===== src/rtl/pll_lock_seq_pkg.sv =====
// Shared types, widths and default timing for the PLL lock sequencer.
package pll_lock_seq_pkg;

    localparam int unsigned P_W = 6;
    localparam int unsigned M_W = 10;
    localparam int unsigned S_W = 3;
    localparam int unsigned STATE_W = 3;

    localparam int unsigned DEF_RST_CYC      = 256;
    localparam int unsigned DEF_LOCK_TIMEOUT = 4096;
    localparam int unsigned DEF_LOCK_FILT    = 4;
    localparam int unsigned DEF_MAX_RETRY    = 3;

    typedef enum logic [STATE_W-1:0] {
        ST_IDLE      = 3'd0,
        ST_RESET     = 3'd1,
        ST_WAIT_LOCK = 3'd2,
        ST_LOCKED    = 3'd3,
        ST_ERROR     = 3'd4
    } state_e;

    typedef struct packed {
        logic [P_W-1:0] p;
        logic [M_W-1:0] m;
        logic [S_W-1:0] s;
    } pms_t;

    // Bits needed to hold values 0..n, never less than one.
    function automatic int unsigned cnt_width(input int unsigned n);
        int unsigned w;
        w = $clog2(n + 1);
        return (w < 1) ? 1 : w;
    endfunction

endpackage


===== src/rtl/pll_lock_filt.sv =====
// Two-flop synchronizer for the asynchronous PLL lock, followed by a
// debounce: rise after LOCK_FILT high samples, fall after two low samples.
module pll_lock_filt
    import pll_lock_seq_pkg::*;
#(
    parameter int unsigned LOCK_FILT = DEF_LOCK_FILT
) (
    input  logic i_clk,
    input  logic i_rstn,
    input  logic i_lock,
    output logic o_qlock
);

    localparam int unsigned HI_W = cnt_width(LOCK_FILT);

    logic            sync1_q, sync1_d;
    logic            sync2_q, sync2_d;
    logic [HI_W-1:0] hi_cnt_q, hi_cnt_d;
    logic            lo_seen_q, lo_seen_d;
    logic            qlock_q, qlock_d;

    always_comb begin
        sync1_d   = i_lock;
        sync2_d   = sync1_q;
        hi_cnt_d  = hi_cnt_q;
        lo_seen_d = lo_seen_q;
        qlock_d   = qlock_q;
        if (sync2_q) begin
            lo_seen_d = 1'b0;
            if (hi_cnt_q < HI_W'(LOCK_FILT)) begin
                hi_cnt_d = hi_cnt_q + HI_W'(1);
            end
            if (hi_cnt_d == HI_W'(LOCK_FILT)) begin
                qlock_d = 1'b1;
            end
        end else begin
            hi_cnt_d  = '0;
            lo_seen_d = 1'b1;
            if (lo_seen_q) begin
                qlock_d = 1'b0;
            end
        end
    end

    always_ff @(posedge i_clk or negedge i_rstn) begin
        if (!i_rstn) begin
            sync1_q   <= 1'b0;
            sync2_q   <= 1'b0;
            hi_cnt_q  <= '0;
            lo_seen_q <= 1'b0;
            qlock_q   <= 1'b0;
        end else begin
            sync1_q   <= sync1_d;
            sync2_q   <= sync2_d;
            hi_cnt_q  <= hi_cnt_d;
            lo_seen_q <= lo_seen_d;
            qlock_q   <= qlock_d;
        end
    end

    assign o_qlock = qlock_q;

endmodule


===== src/rtl/pll_lock_seq.sv =====
// PLL bring-up sequencer: reset pulse, lock wait with bounded retries,
// relock on lock loss and PMS reprogramming, all outputs registered.
module pll_lock_seq
    import pll_lock_seq_pkg::*;
#(
    parameter int unsigned RST_CYC      = DEF_RST_CYC,
    parameter int unsigned LOCK_TIMEOUT = DEF_LOCK_TIMEOUT,
    parameter int unsigned LOCK_FILT    = DEF_LOCK_FILT,
    parameter int unsigned MAX_RETRY    = DEF_MAX_RETRY
) (
    input  logic               i_clk,
    input  logic               i_rstn,
    input  logic               i_enable,
    input  logic               i_cfg_update,
    input  logic [P_W-1:0]     i_p,
    input  logic [M_W-1:0]     i_m,
    input  logic [S_W-1:0]     i_s,
    input  logic               i_lock,
    output logic [P_W-1:0]     o_norm_p,
    output logic [M_W-1:0]     o_norm_m,
    output logic [S_W-1:0]     o_norm_s,
    output logic               o_norm_resetb,
    output logic               o_norm_lock_en,
    output logic               o_norm_bypass,
    output logic               o_pll_ready,
    output logic               o_timeout,
    output logic [STATE_W-1:0] o_state
);

    localparam int unsigned CNT_MAX = (RST_CYC > LOCK_TIMEOUT) ? RST_CYC : LOCK_TIMEOUT;
    localparam int unsigned CNT_W   = $clog2(CNT_MAX) + 1;
    localparam int unsigned RTY_W   = cnt_width(MAX_RETRY);
    localparam logic [CNT_W-1:0] RST_LAST = CNT_W'(RST_CYC - 1);
    localparam logic [CNT_W-1:0] TMO_LAST = CNT_W'(LOCK_TIMEOUT - 1);

    logic qlock;

    pll_lock_filt #(
        .LOCK_FILT (LOCK_FILT)
    ) u_filt (
        .i_clk   (i_clk),
        .i_rstn  (i_rstn),
        .i_lock  (i_lock),
        .o_qlock (qlock)
    );

    state_e           state_q, state_d;
    logic [CNT_W-1:0] cnt_q, cnt_d, cnt_inc;
    logic [RTY_W-1:0] retry_q, retry_d;
    pms_t             pms_q, pms_d;
    logic             resetb_q, resetb_d;
    logic             lock_en_q, lock_en_d;
    logic             bypass_q, bypass_d;
    logic             ready_q, ready_d;
    logic             timeout_q, timeout_d;
    logic             go_reset, load_pms;

    assign cnt_inc = (&cnt_q) ? cnt_q : cnt_q + CNT_W'(1);

    // Next state: disable wins, then reprogramming, then lock/timeout events.
    always_comb begin
        state_d   = state_q;
        pms_d     = pms_q;
        retry_d   = retry_q;
        timeout_d = timeout_q;
        go_reset  = 1'b0;
        load_pms  = 1'b0;
        if (!i_enable) begin
            state_d = ST_IDLE;
        end else begin
            unique case (state_q)
                ST_IDLE: begin
                    go_reset = 1'b1;
                    load_pms = 1'b1;
                    retry_d  = '0;
                end
                ST_RESET: begin
                    if (i_cfg_update) begin
                        go_reset = 1'b1;
                        load_pms = 1'b1;
                    end else if (cnt_q == RST_LAST) begin
                        state_d = ST_WAIT_LOCK;
                    end
                end
                ST_WAIT_LOCK: begin
                    if (i_cfg_update) begin
                        go_reset = 1'b1;
                        load_pms = 1'b1;
                    end else if (qlock) begin
                        state_d = ST_LOCKED;
                    end else if (cnt_q == TMO_LAST) begin
                        if (retry_q < RTY_W'(MAX_RETRY)) begin
                            go_reset = 1'b1;
                            retry_d  = retry_q + RTY_W'(1);
                        end else begin
                            state_d = ST_ERROR;
                        end
                    end
                end
                ST_LOCKED: begin
                    // A coincident reprogram and lock loss is a single RESET entry.
                    if (i_cfg_update || !qlock) begin
                        go_reset = 1'b1;
                    end
                    if (i_cfg_update) begin
                        load_pms = 1'b1;
                    end
                    if (!qlock) begin
                        retry_d = '0;
                    end
                end
                ST_ERROR: begin
                end
                default: begin
                    state_d = ST_IDLE;
                end
            endcase
        end
        if (go_reset) begin
            state_d = ST_RESET;
        end
        if (load_pms) begin
            pms_d = '{p: i_p, m: i_m, s: i_s};
        end
        cnt_d = (go_reset || (state_d != state_q)) ? '0 : cnt_inc;
        if (state_d == ST_IDLE) begin
            timeout_d = 1'b0;
        end else if ((state_d == ST_ERROR) && (state_q != ST_ERROR)) begin
            timeout_d = 1'b1;
        end
        resetb_d  = (state_d == ST_WAIT_LOCK) || (state_d == ST_LOCKED);
        lock_en_d = (state_d == ST_WAIT_LOCK) || (state_d == ST_LOCKED);
        bypass_d  = (state_d != ST_LOCKED);
        ready_d   = (state_d == ST_LOCKED);
    end

    always_ff @(posedge i_clk or negedge i_rstn) begin
        if (!i_rstn) begin
            state_q   <= ST_IDLE;
            cnt_q     <= '0;
            retry_q   <= '0;
            pms_q     <= '0;
            resetb_q  <= 1'b0;
            lock_en_q <= 1'b0;
            bypass_q  <= 1'b1;
            ready_q   <= 1'b0;
            timeout_q <= 1'b0;
        end else begin
            state_q   <= state_d;
            cnt_q     <= cnt_d;
            retry_q   <= retry_d;
            pms_q     <= pms_d;
            resetb_q  <= resetb_d;
            lock_en_q <= lock_en_d;
            bypass_q  <= bypass_d;
            ready_q   <= ready_d;
            timeout_q <= timeout_d;
        end
    end

    assign o_norm_p       = pms_q.p;
    assign o_norm_m       = pms_q.m;
    assign o_norm_s       = pms_q.s;
    assign o_norm_resetb  = resetb_q;
    assign o_norm_lock_en = lock_en_q;
    assign o_norm_bypass  = bypass_q;
    assign o_pll_ready    = ready_q;
    assign o_timeout      = timeout_q;
    assign o_state        = state_q;

endmodule


===== config.mk =====
export PLATFORM = sky130hd
export DESIGN_NAME = pll_lock_seq
export DESIGN_NICKNAME = d
export VERILOG_FILES = /design/src/rtl/pll_lock_seq_pkg.sv /design/src/rtl/pll_lock_filt.sv /design/src/rtl/pll_lock_seq.sv
export SDC_FILE = /design/constraint.sdc
export NUM_CORES = 1
export LEC_CHECK = 0
export CAP_MARGIN = 15
export CORE_MARGIN = 4
export CORE_UTILIZATION = 51
export CTS_BUF_LIST = sky130_fd_sc_hd__clkbuf_16
export DETAILED_ROUTE_END_ITERATION = 8
export GPL_ROUTABILITY_DRIVEN = 0
export PLACE_DENSITY = 0.91
export SYNTH_ARGS = -nofsm -noshare
export SYNTH_HDL_FRONTEND = slang
export SYNTH_SLANG_ARGS = --single-unit

===== constraint.sdc =====
create_clock -name i_clk -period 4.05 [get_ports i_clk]
set_input_delay 0.81 -clock i_clk [delete_from_list [all_inputs] [get_ports i_clk]]
set_output_delay 0.81 -clock i_clk [all_outputs]
set_load 0.005 [all_outputs]

**Yosys cells after proc, flatten, opt, wreduce, memory -nomap -nowiden**

Cells that the tools add are included.

- Add/sub/neg operators: 3
- Order comparisons: 2
- Equal/unequal tests: 20
- Mux-type cells: 36
- Reduce and logical (&&, ||, !) cells: 15

Operator list:

| operator | number |
|---|---|
| $mux W3 | 11 |
| $mux W13 | 2 |
| $mux W1 | 14 |
| $add A13 B1 Y13 const B | 1 |
| $eq A13 B12 Y1 const B | 1 |
| $eq A13 B8 Y1 const B | 1 |
| $reduce_and A13 Y1 | 1 |
| $eq A3 B2 Y1 const B | 4 |
| $ne A2 B2 Y1 const B | 6 |
| $mux W2 | 5 |
| $eq A3 B3 Y1 const B | 3 |
| $pmux W3 S3 | 1 |
| $reduce_and A7 Y1 | 1 |
| $logic_not A3 Y1 | 2 |
| $pmux W2 S3 | 1 |
| $reduce_or A3 Y1 | 2 |
| $pmux W1 S4 | 1 |
| $reduce_bool A2 Y1 | 2 |
| $add A3 B1 Y3 const B | 1 |
| $eq A3 B1 Y1 const B | 1 |
| $logic_or A1 B1 Y1 | 3 |
| $lt A3 B3 Y1 const B | 1 |
| $ne A3 B2 Y1 const B | 1 |
| $ne A3 B3 Y1 | 1 |
| other kinds (9) | 9 |

- Register bits after elaboration: 48
- Bits of input ports: 24
- Output and inout bits: 27
- Word-level logic and storage cells: 91

**Logic depth before layout (Yosys ltp)**

Gate-level depths: netlist of run 1.

- Depth in word-level cells: 12
- Gate-level depth with buffers: 8
- Depth with buffers taken out: 7

**By module**

A second synthesis of run 1 with hierarchy kept.

- Cell total of the unflattened synthesis: 204
- Area, all modules: 2,289.7 um^2

Modules (own cells, without submodules):

| module | times used | cells an instance | area each (um^2) | seq. area each (um^2) |
|---|---|---|---|---|
| pll_lock_seq | 1 | 185 | 2,035.7 | 1,027.2 |
| pll_lock_filt | 1 | 19 | 254.0 | 175.2 |

**Worst setup path after synthesis of run 1**

No wires, ideal clock.

- Path type: input to register
- Start: input port i_enable
- End: register pms_q (netlist bit o_norm_m[0])
- Data arrival time: 1.798 ns
- Path slack: 2.127 ns
- Stages on the path: 5
- Path through: nor2b_1 buf_2 nand2_2 buf_2 mux2_2

- Cells in the longest elaborated chain, start to end: 1

Ends and longest elaborated chain:

| item | line | source |
|---|---|---|
| start: declaration | pll_lock_seq.sv:13 | `input logic i_enable,` |
| $mux W1 | pll_lock_seq.sv:68 | `if (!i_enable) begin` |
| end signal: assignment | pll_lock_seq.sv:152 | `pms_q <= pms_d;` |
| end: declaration | pll_lock_seq.sv:50 | `pms_t pms_q, pms_d;` |

No other way between the ends.
A chain may end at the register's enable or synchronous reset.

**Final worst setup path of run 1**

- Start: input port i_enable
- End: register cnt_q[4]

- Cells in the longest elaborated chain, start to end: 5
- Elaborated cells on any way between the ends: 7
- Those cells by class: eq/ne (2); mux (4); reduce/logical (1)

Ends and longest elaborated chain:

| item | line | source |
|---|---|---|
| $mux W3 / $mux W1 (equally long branches) | pll_lock_seq.sv:68 |  |
| $mux W3 | pll_lock_seq.sv:119 | `if (go_reset) begin` |
| $ne A3 B3 Y1 | pll_lock_seq.sv:125 | `cnt_d = (go_reset \|\| (state_d != state_q)) ? '0 : cnt_inc;` |
| $logic_or A1 B1 Y1 (*) | pll_lock_seq.sv:125 |  |
| $ne A2 B1 Y1 (no line) / $mux W13 (equally long branches) | - |  |
| end signal: assignment | pll_lock_seq.sv:150 | `cnt_q <= cnt_d;` |
| end: declaration | pll_lock_seq.sv:48 | `logic [CNT_W-1:0] cnt_q, cnt_d, cnt_inc;` |

Mark *: on every way between the ends. The rest lies on a longest branch, timed or not.

==> impl_metrics.json, run 1 <==
{
  "relSlewSlack_pct": 68.0,
  "rows": 23,
  "power.density_mw_per_mm2": 406,
  "cts_resized": 0,
  "die_area_mm2": 0.00547,
  "grt_max_degree": 49,
  "drive_gt1_share_pct": 15.6,
  "antenna_found_initial": 0,
  "pin_count": 51,
  "cts_hold_buffers": 0,
  "core_mm2": 0.00412,
  "finClkSkew_ns": 0.00697,
  "routedWlPerCell_um": 15.5,
  "cp_data_arrival_time_ns": 2.74,
  "area.growth.synth_to_final_pct": 30.5,
  "cts_max_level": 2,
  "period_needed_ns": 2.54,
  "wirelength_um": 4660,
  "syn_area_mm2": 0.00222,
  "cp_max_fo": 13,
  "via_count": 1647,
  "ys_async_sr_fraction_pct": 100,
  "grt_pass1_vias": 1606,
  "clockBufferDepth": 2,
  "syn_nets": 225,
  "drc": 0,
  "antenna_left": 0,
  "p_leak_uw": 0.00125,
  "start_util_pct": 53.9,
  "worstMarginPinSlew_ns": 0.480,
  "crit_slowest_cell": "clkdlybuf4s50_1",
  "postSynthAreaPerCell_um2": 11.2,
  "yosys.area.top_type": "dfrtp_1",
  "ir_drop_uv": 300,
  "cts_buffers": 5,
  "diodes": 0,
  "cts_tree": "yes",
  "postCtsSetupBuffers": 0,
  "power.total_uw": 1180,
  "grtUsageTotal_pct": 18.1,
  "cpPeakStageDelay_ns": 0.55,
  "crit_required_ns": 4.25,
  "clock_sinks": 48,
  "ys_ff_latch": 48,
  "viasPerCell": 5.49,
  "synth_area_leaders": "dfrtp_1 53%, mux2_2 9.6%, nor2_1 3.7%",
  "period_share_pct": 62.8,
  "end_kind": "flip-flop",
  "slew_viol_final": 0,
  "clkLatencyLatePin_ns": 0.29,
  "max-cap-violations": 0,
  "grt_pass1_wl_um": 7560,
  "io_buffers": 50,
  "die_h_um": 74.0,
  "yosysTopAreaCellShare_pct": 53.0,
  "die_w_um": 74.0,
  "crit_chain": "clkdlybuf4s50_1 > nor2b_1 > a21oi_1 > a221oi_2 > nand3_2 > nor3b_1",
  "yosys_warnings": 0,
  "first_iter_violations": 146,
  "critPathTopFamily": "simple AND/OR/NAND/NOR gates",
  "crit_buf_inv": 1,
  "synthDistinctLibCells": 44,
  "hpwl_um": 3470,
  "holdCritPathClass": "flip-flop to flip-flop",
  "finalSetupTns_ns": 0,
  "synth-main-ff-cell": "dfrtp_1",
  "final_common_cell": "clkdlybuf4s50_1",
  "hold_viol": 0,
  "layout_common_cells": "49 x clkdlybuf4s50_1, 47 x dfrtp_1, 22 x nor2_1",
  "rsz0062_at_grt": "no",
  "synth_seq_area_share_pct": 54.2,
  "synth-edff-count": 0,
  "grt_overflow": 0,
  "outcome": "completed",
  "netlist_instances": 198,
  "finalSetupViolCount": 0,
  "path_class": "input port to flip-flop",
  "clkTransAtPathRegs_ns": 0.06,
  "nets": 276,
  "root_buffer": "clkbuf_16",
  "drt_first_pass_iters": 4,
  "start_kind": "input port",
  "max_freq_mhz": 393
}
final cells by class:
class / instances / area, µm²
Tap cell: 50 / 62.6
Inverter: 6 / 22.5
Clock buffer: 5 / 125
Clock inverter: 3 / 18.8
Sequential cell: 48 / 1200
Fill cell: 291 / 1220
Timing Repair Buffer: 51 / 515
Multi-Input combinational cell: 137 / 950
final timing paths:
path	slack, ns	to	depth (start not counted)	start
min	0.35	u_filt.sync2_q	0	u_filt.sync1_q
min in group asynchronous	0.36	o_norm_m[6]	1	i_rstn
max in group asynchronous	3.16	o_norm_bypass	2	i_rstn
min reg2reg	0.35	u_filt.sync2_q	0	u_filt.sync1_q
max reg2reg	2.02	cnt_q[4]	7	cnt_q[0]
max	1.51	cnt_q[4]	6	i_enable
where the power goes:
| part | switching, µW | total, µW | internal (µW) |
|---|---|---|---|
| sequential | 35.6 | 561 | 526 |
| combinational | 84.6 | 214 | 129 |
| clock | 172 | 400 | 227 |
| total | 292 | 1170 | 883 |
metrics by stage:
step                area (µm²)  cells  util (%)  setup slack, ns  hold slack (ns)
detailed placement        2730    291      66.4             1.20            0.336
CTS                       2880    299      69.9             1.50            0.350
finish                    2900    300      70.4             1.51            0.352
floorplan                 2220    198         -             2.13            0.331
global route              2900    300      70.4             1.26            0.365
global placement          2730    291      66.4             1.30            0.334
Yosys cell counts, types with 4 or more instances:
cell type  count
dfrtp_1       47
nor2_1        22
mux2_2        19
nand2_1       15
nand3_1        7
inv_1          6
nor3_1         6
o21ai_0        6
nand2b_1       5
a21oi_1        4
o211ai_1       4
xnor2_1        4
logic make-up after synthesis:
| family | after synthesis | share of synthesized area [%] |
|---|---|---|
| adders and majority gates | 3 | 1.69 |
| buffers and inverters | 13 | 3.04 |
| muxes | 22 | 11.0 |
| xor gates and xnor gates | 7 | 2.76 |
| DFF | 48 | 54.2 |
| and+or+nand+nor | 77 | 18.2 |
| AOI/OAI and AO/OA | 28 | 9.13 |
routing by layer:
metal / up-vias / global-route usage (%) / wire, µm
li1: 806 / - / -
met1: 790 / 23.0 / 1920
met2: 39 / 30.0 / 2460
met3: 12 / 3.78 / 162
met4: 0 / 7.85 / 119
met5: - / 0 / 0
flip-flops by register name (all words and copies together), names as in the netlist, 2 cells and up:
name,count
cnt_q,13
o_norm_m,10
o_norm_p,6
o_norm_s,3
o_state,3
u_filt.hi_cnt_q,3
retry_q,2
worst register-to-register path, cell delays in order (launching register included):
cell and delay, ns:
dfrtp_1 0.42, ha_1 0.27, and4_1 0.24, nand4_1 0.14, nand2_1 0.09, a221oi_2 0.26
nand3_2 0.27, nor3b_1 0.25
Power figures use the tool's default switching activity.
==> run 2: changes to the inputs <==
--- a/config.mk
+++ b/config.mk
@@ -7,11 +7,11 @@
 export LEC_CHECK = 0
 export CAP_MARGIN = 15
 export CORE_MARGIN = 4
-export CORE_UTILIZATION = 51
+export CORE_UTILIZATION = 50
 export CTS_BUF_LIST = sky130_fd_sc_hd__clkbuf_16
 export DETAILED_ROUTE_END_ITERATION = 8
 export GPL_ROUTABILITY_DRIVEN = 0
-export PLACE_DENSITY = 0.91
+export PLACE_DENSITY = 0.9
 export SYNTH_ARGS = -nofsm -noshare
 export SYNTH_HDL_FRONTEND = slang
 export SYNTH_SLANG_ARGS = --single-unit
==> constraint.sdc (replaced) <==
create_clock -name i_clk -period 2.61 [get_ports i_clk]
set_input_delay 0.522 -clock i_clk [delete_from_list [all_inputs] [get_ports i_clk]]
set_output_delay 0.522 -clock i_clk [all_outputs]
set_load 0.005 [all_outputs]
==> run 2 against run 1 <==
Effect of this change:
- clock skew fell by 0.0043 ns
- cell count rose by 0.67%
- sequential power rose by 55%
- critical endpoint unchanged
- largest power group unchanged
==> impl_metrics.json, run 2 (same netlist as run 1, synthesis figures left out) <==
{
  "grtUsageTotal_pct": 18.0,
  "routedWlPerCell_um": 15.5,
  "nets": 278,
  "finalSetupViolCount": 0,
  "final_common_cell": "clkdlybuf4s50_1",
  "relSlewSlack_pct": 60.9,
  "multi_input_area_um2": 950,
  "start_util_pct": 53.6,
  "first_iter_violations": 95,
  "p_leak_uw": 0.00126,
  "cts_max_level": 2,
  "cts_resized": 0,
  "via_count": 1688,
  "critPathTopFamily": "compound AO/OA/AOI/OAI gates",
  "final_area_mm2": 0.00292,
  "period_needed_ns": 2.15,
  "postCtsSetupBuffers": 0,
  "seq_area_mm2": 0.00120,
  "hpwl_um": 3210,
  "rows": 23,
  "clockBufferDepth": 2,
  "cp_data_arrival_time_ns": 2.35,
  "end_kind": "flip-flop",
  "crit_slowest_cell": "clkdlybuf4s50_1",
  "io_buffers": 50,
  "slew_viol_final": 0,
  "cp_max_fo": 13,
  "fin_hold_ws_ns": 0.327,
  "drc": 0,
  "cpPeakStageDelay_ns": 0.45,
  "cts_tree": "yes",
  "period_share_pct": 82.6,
  "grt_pass1_wl_um": 7550,
  "max_freq_mhz": 464,
  "antenna_left": 0,
  "largest_reg_flops": 13,
  "drive_gt1_share_pct": 15.9,
  "grt_pass1_vias": 1602,
  "finalSetupTns_ns": 0,
  "area.growth.synth_to_final_pct": 31.5,
  "finalNonFillerCells": 302,
  "die_w_um": 74.6,
  "clkLatencyLatePin_ns": 0.28,
  "outcome": "completed",
  "clkTransAtPathRegs_ns": 0.06,
  "diodes": 0,
  "crit_top_cell": "a31oi_1",
  "placed_cell_area_mm2": 0.00276,
  "cts_buffers": 5,
  "start_kind": "input port",
  "hold_viol": 0,
  "top_register": "cnt_q",
  "viasPerCell": 5.59,
  "core_mm2": 0.00414,
  "die_h_um": 74.6,
  "finClkSkew_ns": 0.00268,
  "max-cap-violations": 0,
  "worstMarginPinSlew_ns": 0.587,
  "drt_first_pass_iters": 4,
  "holdCritPathClass": "input port to async pin",
  "root_buffer": "clkbuf_16",
  "crit_required_ns": 2.81,
  "grt_max_degree": 49,
  "rsz0062_at_grt": "no",
  "clock_sinks": 48,
  "grt_overflow": 0,
  "fill_cells": 300,
  "crit_buf_inv": 1,
  "pin_count": 51,
  "cts_hold_buffers": 0,
  "power.density_mw_per_mm2": 652,
  "dp.cells": 294,
  "die_area_mm2": 0.00557,
  "wirelength_um": 4700,
  "layout_common_cells": "49 x clkdlybuf4s50_1, 47 x dfrtp_1, 22 x nor2_1",
  "antenna_found_initial": 0,
  "crit_chain": "clkdlybuf4s50_1 > o21bai_1 > a31oi_1 > a211oi_2 > a31oi_1 > nand3_2 > nor3b_1",
  "ir_drop_uv": 666,
  "path_class": "input port to flip-flop"
}
## run 2: cell count changes in the layout (fill, tap and decap cells not counted), sizes merged
| cell | before | now |
|---|---|---|
| clkinv | 3 | 1 |
| inv | 6 | 7 |
| bufinv | 0 | 1 |
| buf | 2 | 4 |
## run 2: report_power, final
part / internal, µW / switching, µW
logic: 201 / 130
registers: 816 / 53.9
clock network: 446 / 257
total: 1460 / 440
## run 2: worst paths after layout
check / slack, ns / endpoint / depth (start not counted) / start
setup / recovery: 0.46 / cnt_q[4] / 7 / i_cfg_update
hold / removal: 0.33 / o_norm_m[2] / 2 / i_rstn
setup reg to reg: 0.51 / cnt_q[4] / 6 / o_state[1]
hold reg to reg: 0.35 / u_filt.sync2_q / 0 / u_filt.sync1_q
max in group asynchronous: 1.89 / cnt_q[11] / 2 / i_rstn
min in group i_clk: 0.35 / u_filt.sync2_q / 0 / u_filt.sync1_q
## run 2: final cells by class
cell class | count | area share (%)
clock buffers | 5 | 4.29
clock inverters | 3 | 1.33
inverters | 6 | 0.772
multi-input cells | 137 | 32.5
flip-flops and latches | 48 | 41.2
well taps | 50 | 2.14
repair buffers | 53 | 17.7
## run 2: metrics by stage
stage | utilization [%] | power (µW) | setup slack (ns)
floorplan | - | 1030 | 0.880
global placement | 66.5 | 1200 | 0.283
detailed placement | 66.5 | 1210 | 0.213
CTS | 70.4 | 1920 | 0.474
global route | 70.4 | 1990 | 0.351
finish | 70.4 | 1900 | 0.455
## run 2: per-layer routing
metal | track usage (%) | routed length [µm] | vias to the layer above
met5 | 0 | 0 | -
met4 | 6.52 | 112 | 0
met3 | 4.67 | 210 | 14
met2 | 29.2 | 2430 | 52
met1 | 23.3 | 1940 | 811
li1 | - | - | 811
==> run 3: changes to the inputs <==
--- a/config.mk
+++ b/config.mk
@@ -7,11 +7,11 @@
 export LEC_CHECK = 0
 export CAP_MARGIN = 15
 export CORE_MARGIN = 4
-export CORE_UTILIZATION = 50
+export CORE_UTILIZATION = 45
 export CTS_BUF_LIST = sky130_fd_sc_hd__clkbuf_16
 export DETAILED_ROUTE_END_ITERATION = 8
 export GPL_ROUTABILITY_DRIVEN = 0
-export PLACE_DENSITY = 0.9
+export PLACE_DENSITY = 0.86
 export SYNTH_ARGS = -nofsm -noshare
 export SYNTH_HDL_FRONTEND = slang
 export SYNTH_SLANG_ARGS = --single-unit
==> constraint.sdc (replaced) <==
create_clock -name i_clk -period 1.7 [get_ports i_clk]
set_input_delay 0.34 -clock i_clk [delete_from_list [all_inputs] [get_ports i_clk]]
set_output_delay 0.34 -clock i_clk [all_outputs]
set_load 0.005 [all_outputs]
==> run 3 against run 2 <==
Effect of this change:
- setup slack lost 0.55 ns
- cell count grew 19%
- clock skew grew 0.0039 ns
- count of clock-buffer cells in the layout is the same
- die area grew 9.9%
- first-iteration DRC count grew 36%
- sequential cell count is the same
- largest cell class unchanged
- combinational power grew 100%
- wire length grew 32%
- the flow now finishes with violations (negative setup slack)
- register-to-register slack lost 0.60 ns
- critical endpoint unchanged
==> impl_metrics.json, run 3 (same netlist as run 1, synthesis figures left out) <==
{
  "grtUsageTotal_pct": 21.1,
  "cts_max_level": 2,
  "grt_pass1_wl_um": 10000,
  "final_area_mm2": 0.00344,
  "pwr-share-seq_pct": 45.0,
  "grt_max_degree": 24,
  "finalNonFillerCells": 360,
  "relSlewSlack_pct": 78.1,
  "drc": 0,
  "area.growth.synth_to_final_pct": 54.8,
  "layout_common_cells": "48 x clkdlybuf4s50_1, 45 x dfrtp_1, 38 x buf_4",
  "start_kind": "flip-flop",
  "clkLatencyLatePin_ns": 0.29,
  "hold_path_depth": 0,
  "root_buffer": "clkbuf_16",
  "max-cap-violations": 0,
  "worstMarginPinSlew_ns": 0.329,
  "rows": 25,
  "crit_required_ns": 1.90,
  "cp_max_fo": 7,
  "nets": 319,
  "wirelength_um": 6200,
  "die_h_um": 78.2,
  "max_freq_mhz": 558,
  "cts_tree": "yes",
  "r2r-end": "cnt_q[4]",
  "io_buffers": 50,
  "min_from": "u_filt.sync1_q",
  "rrSetupSlack_ns": -0.09,
  "cp_data_arrival_time_ns": 2.00,
  "period_share_pct": 106,
  "ff2ff_path_depth": 7,
  "holdPathEnd": "u_filt.sync2_q",
  "drt_first_pass_iters": 4,
  "grt_overflow": 0,
  "finClkSkew_ns": 0.00655,
  "antenna_left": 0,
  "pin_count": 51,
  "outcome": "complete, but fails checks",
  "final_util_pct": 72.3,
  "finalWorstSetupSlack_ns": -0.0936,
  "crit_chain": "ha_2 > and4_4 > nand4_1 > nand2_2 > a221oi_4 > nand3_4 > nor3b_2",
  "clkTransAtPathRegs_ns": 0.06,
  "pwr-share-comb_pct": 22.6,
  "dp.cells": 345,
  "die_w_um": 78.2,
  "hpwl_um": 4070,
  "viasPerCell": 5.39,
  "cts_buffers": 5,
  "crit_slowest_cell": "dfrtp_1",
  "place_ws_ns": -0.456,
  "ir_drop_uv": 531,
  "die_area_mm2": 0.00612,
  "first_iter_violations": 129,
  "switching_share_pct": 25.7,
  "p_switching_uw": 761,
  "fill_cells": 317,
  "hold_viol": 0,
  "placed_cell_area_mm2": 0.00306,
  "drive_gt1_share_pct": 36.9,
  "p_clk_share_pct": 32.5,
  "start_util_pct": 46.7,
  "path_class": "flip-flop to flip-flop",
  "holdCritPathClass": "flip-flop to flip-flop",
  "period_needed_ns": 1.79,
  "cpPeakStageDelay_ns": 0.38,
  "routedWlPerCell_um": 17.2,
  "clock_sinks": 48,
  "final_common_cell": "clkdlybuf4s50_1",
  "antenna_found_initial": 0,
  "end_kind": "flip-flop",
  "slew_viol_final": 0,
  "largest_reg_flops": 13,
  "power.density_mw_per_mm2": 860,
  "core_mm2": 0.00475,
  "fin_hold_ws_ns": 0.348,
  "top_register": "cnt_q",
  "failed_checks": "negative setup slack",
  "rsz0062_at_grt": "yes",
  "via_count": 1940,
  "p_leak_uw": 0.00152,
  "finalSetupViolCount": 16,
  "worstReg2RegStart": "cnt_q[0]",
  "clockBufferDepth": 2,
  "grt_pass1_vias": 2091,
  "intPower_uw": 2190,
  "diodes": 0
}
run 3: cell types whose count changed in the layout (fill, tap and decap cells not counted), moves of 3 or more:
cell	before	now
nand2_2	1	4
and4_4	0	3
nand2_1	15	12
nor3_2	0	4
nor3_1	6	1
buf_4	3	38
run 3: power by group through the flow:
stage                     clock network [µW]  logic, µW  registers, µW
after floorplan                            0        232           1350
after global placement                     0        590           1330
after detailed placement                   0        608           1340
after CTS                                978        651           1330
after global routing                    1030        719           1340
final                                    960        666           1330
run 3: cell type report:
class | count | area, µm² | area share (%)
sequential | 48 | 1200 | 35.1
tap | 67 | 83.8 | 2.44
multi-input combinational | 138 | 1120 | 32.7
inverter | 6 | 22.5 | 0.655
timing repair buffer | 93 | 856 | 24.9
clock inverter | 3 | 18.8 | 0.546
clock buffer | 5 | 125 | 3.64
run 3: worst max path at each step:
| stage | startpoint | endpoint | cells after the start |
|---|---|---|---|
| global route | cnt_q[12] | cnt_q[12] | 6 |
| floorplan | retry_q[0] | cnt_q[8] | 8 |
| CTS | cnt_q[9] | cnt_q[5] | 6 |
| global placement | i_cfg_update | cnt_q[4] | 7 |
| detailed placement | i_enable | cnt_q[7] | 6 |
| finish | cnt_q[0] | cnt_q[4] | 7 |
run 3: repair_timing:
action / CTS / global route
pin swaps: 12 / 15
hold endpoints to repair: 10 / 0
hold buffers: 1 / 0
gates resized for setup: 16 / 23
setup buffers: 1 / 4
gates cloned: 1 / 0
setup endpoints to repair: 18 / 21
run 3: metal layers:
| metal | up-vias | global-route usage, % | share of wire [%] |
|---|---|---|---|
| li1 | 891 | - | - |
| met1 | 979 | 24.6 | 40 |
| met2 | 52 | 37.2 | 54 |
| met3 | 18 | 3.56 | 2.8 |
| met4 | 0 | 10.5 | 3.4 |
| met5 | - | 0 | 0 |
run 3: per-stage QoR:
stage	power, µW	setup TNS (ns)
floorplan	1580	0
global placement	1920	-8.04
detailed placement	1950	-10.57
CTS	2950	-1.41
global route	3100	-2.59
finish	2950	-0.545
run 3: worst max-delay path, delay by kind of cell (launching register included):
kind / cells / cell delay (ns)
adder cells (fa/ha/maj): 1 / 0.20
AO/OA/AOI/OAI: 1 / 0.32
flip-flops: 1 / 0.38
AND/OR/NAND/NOR: 5 / 0.81
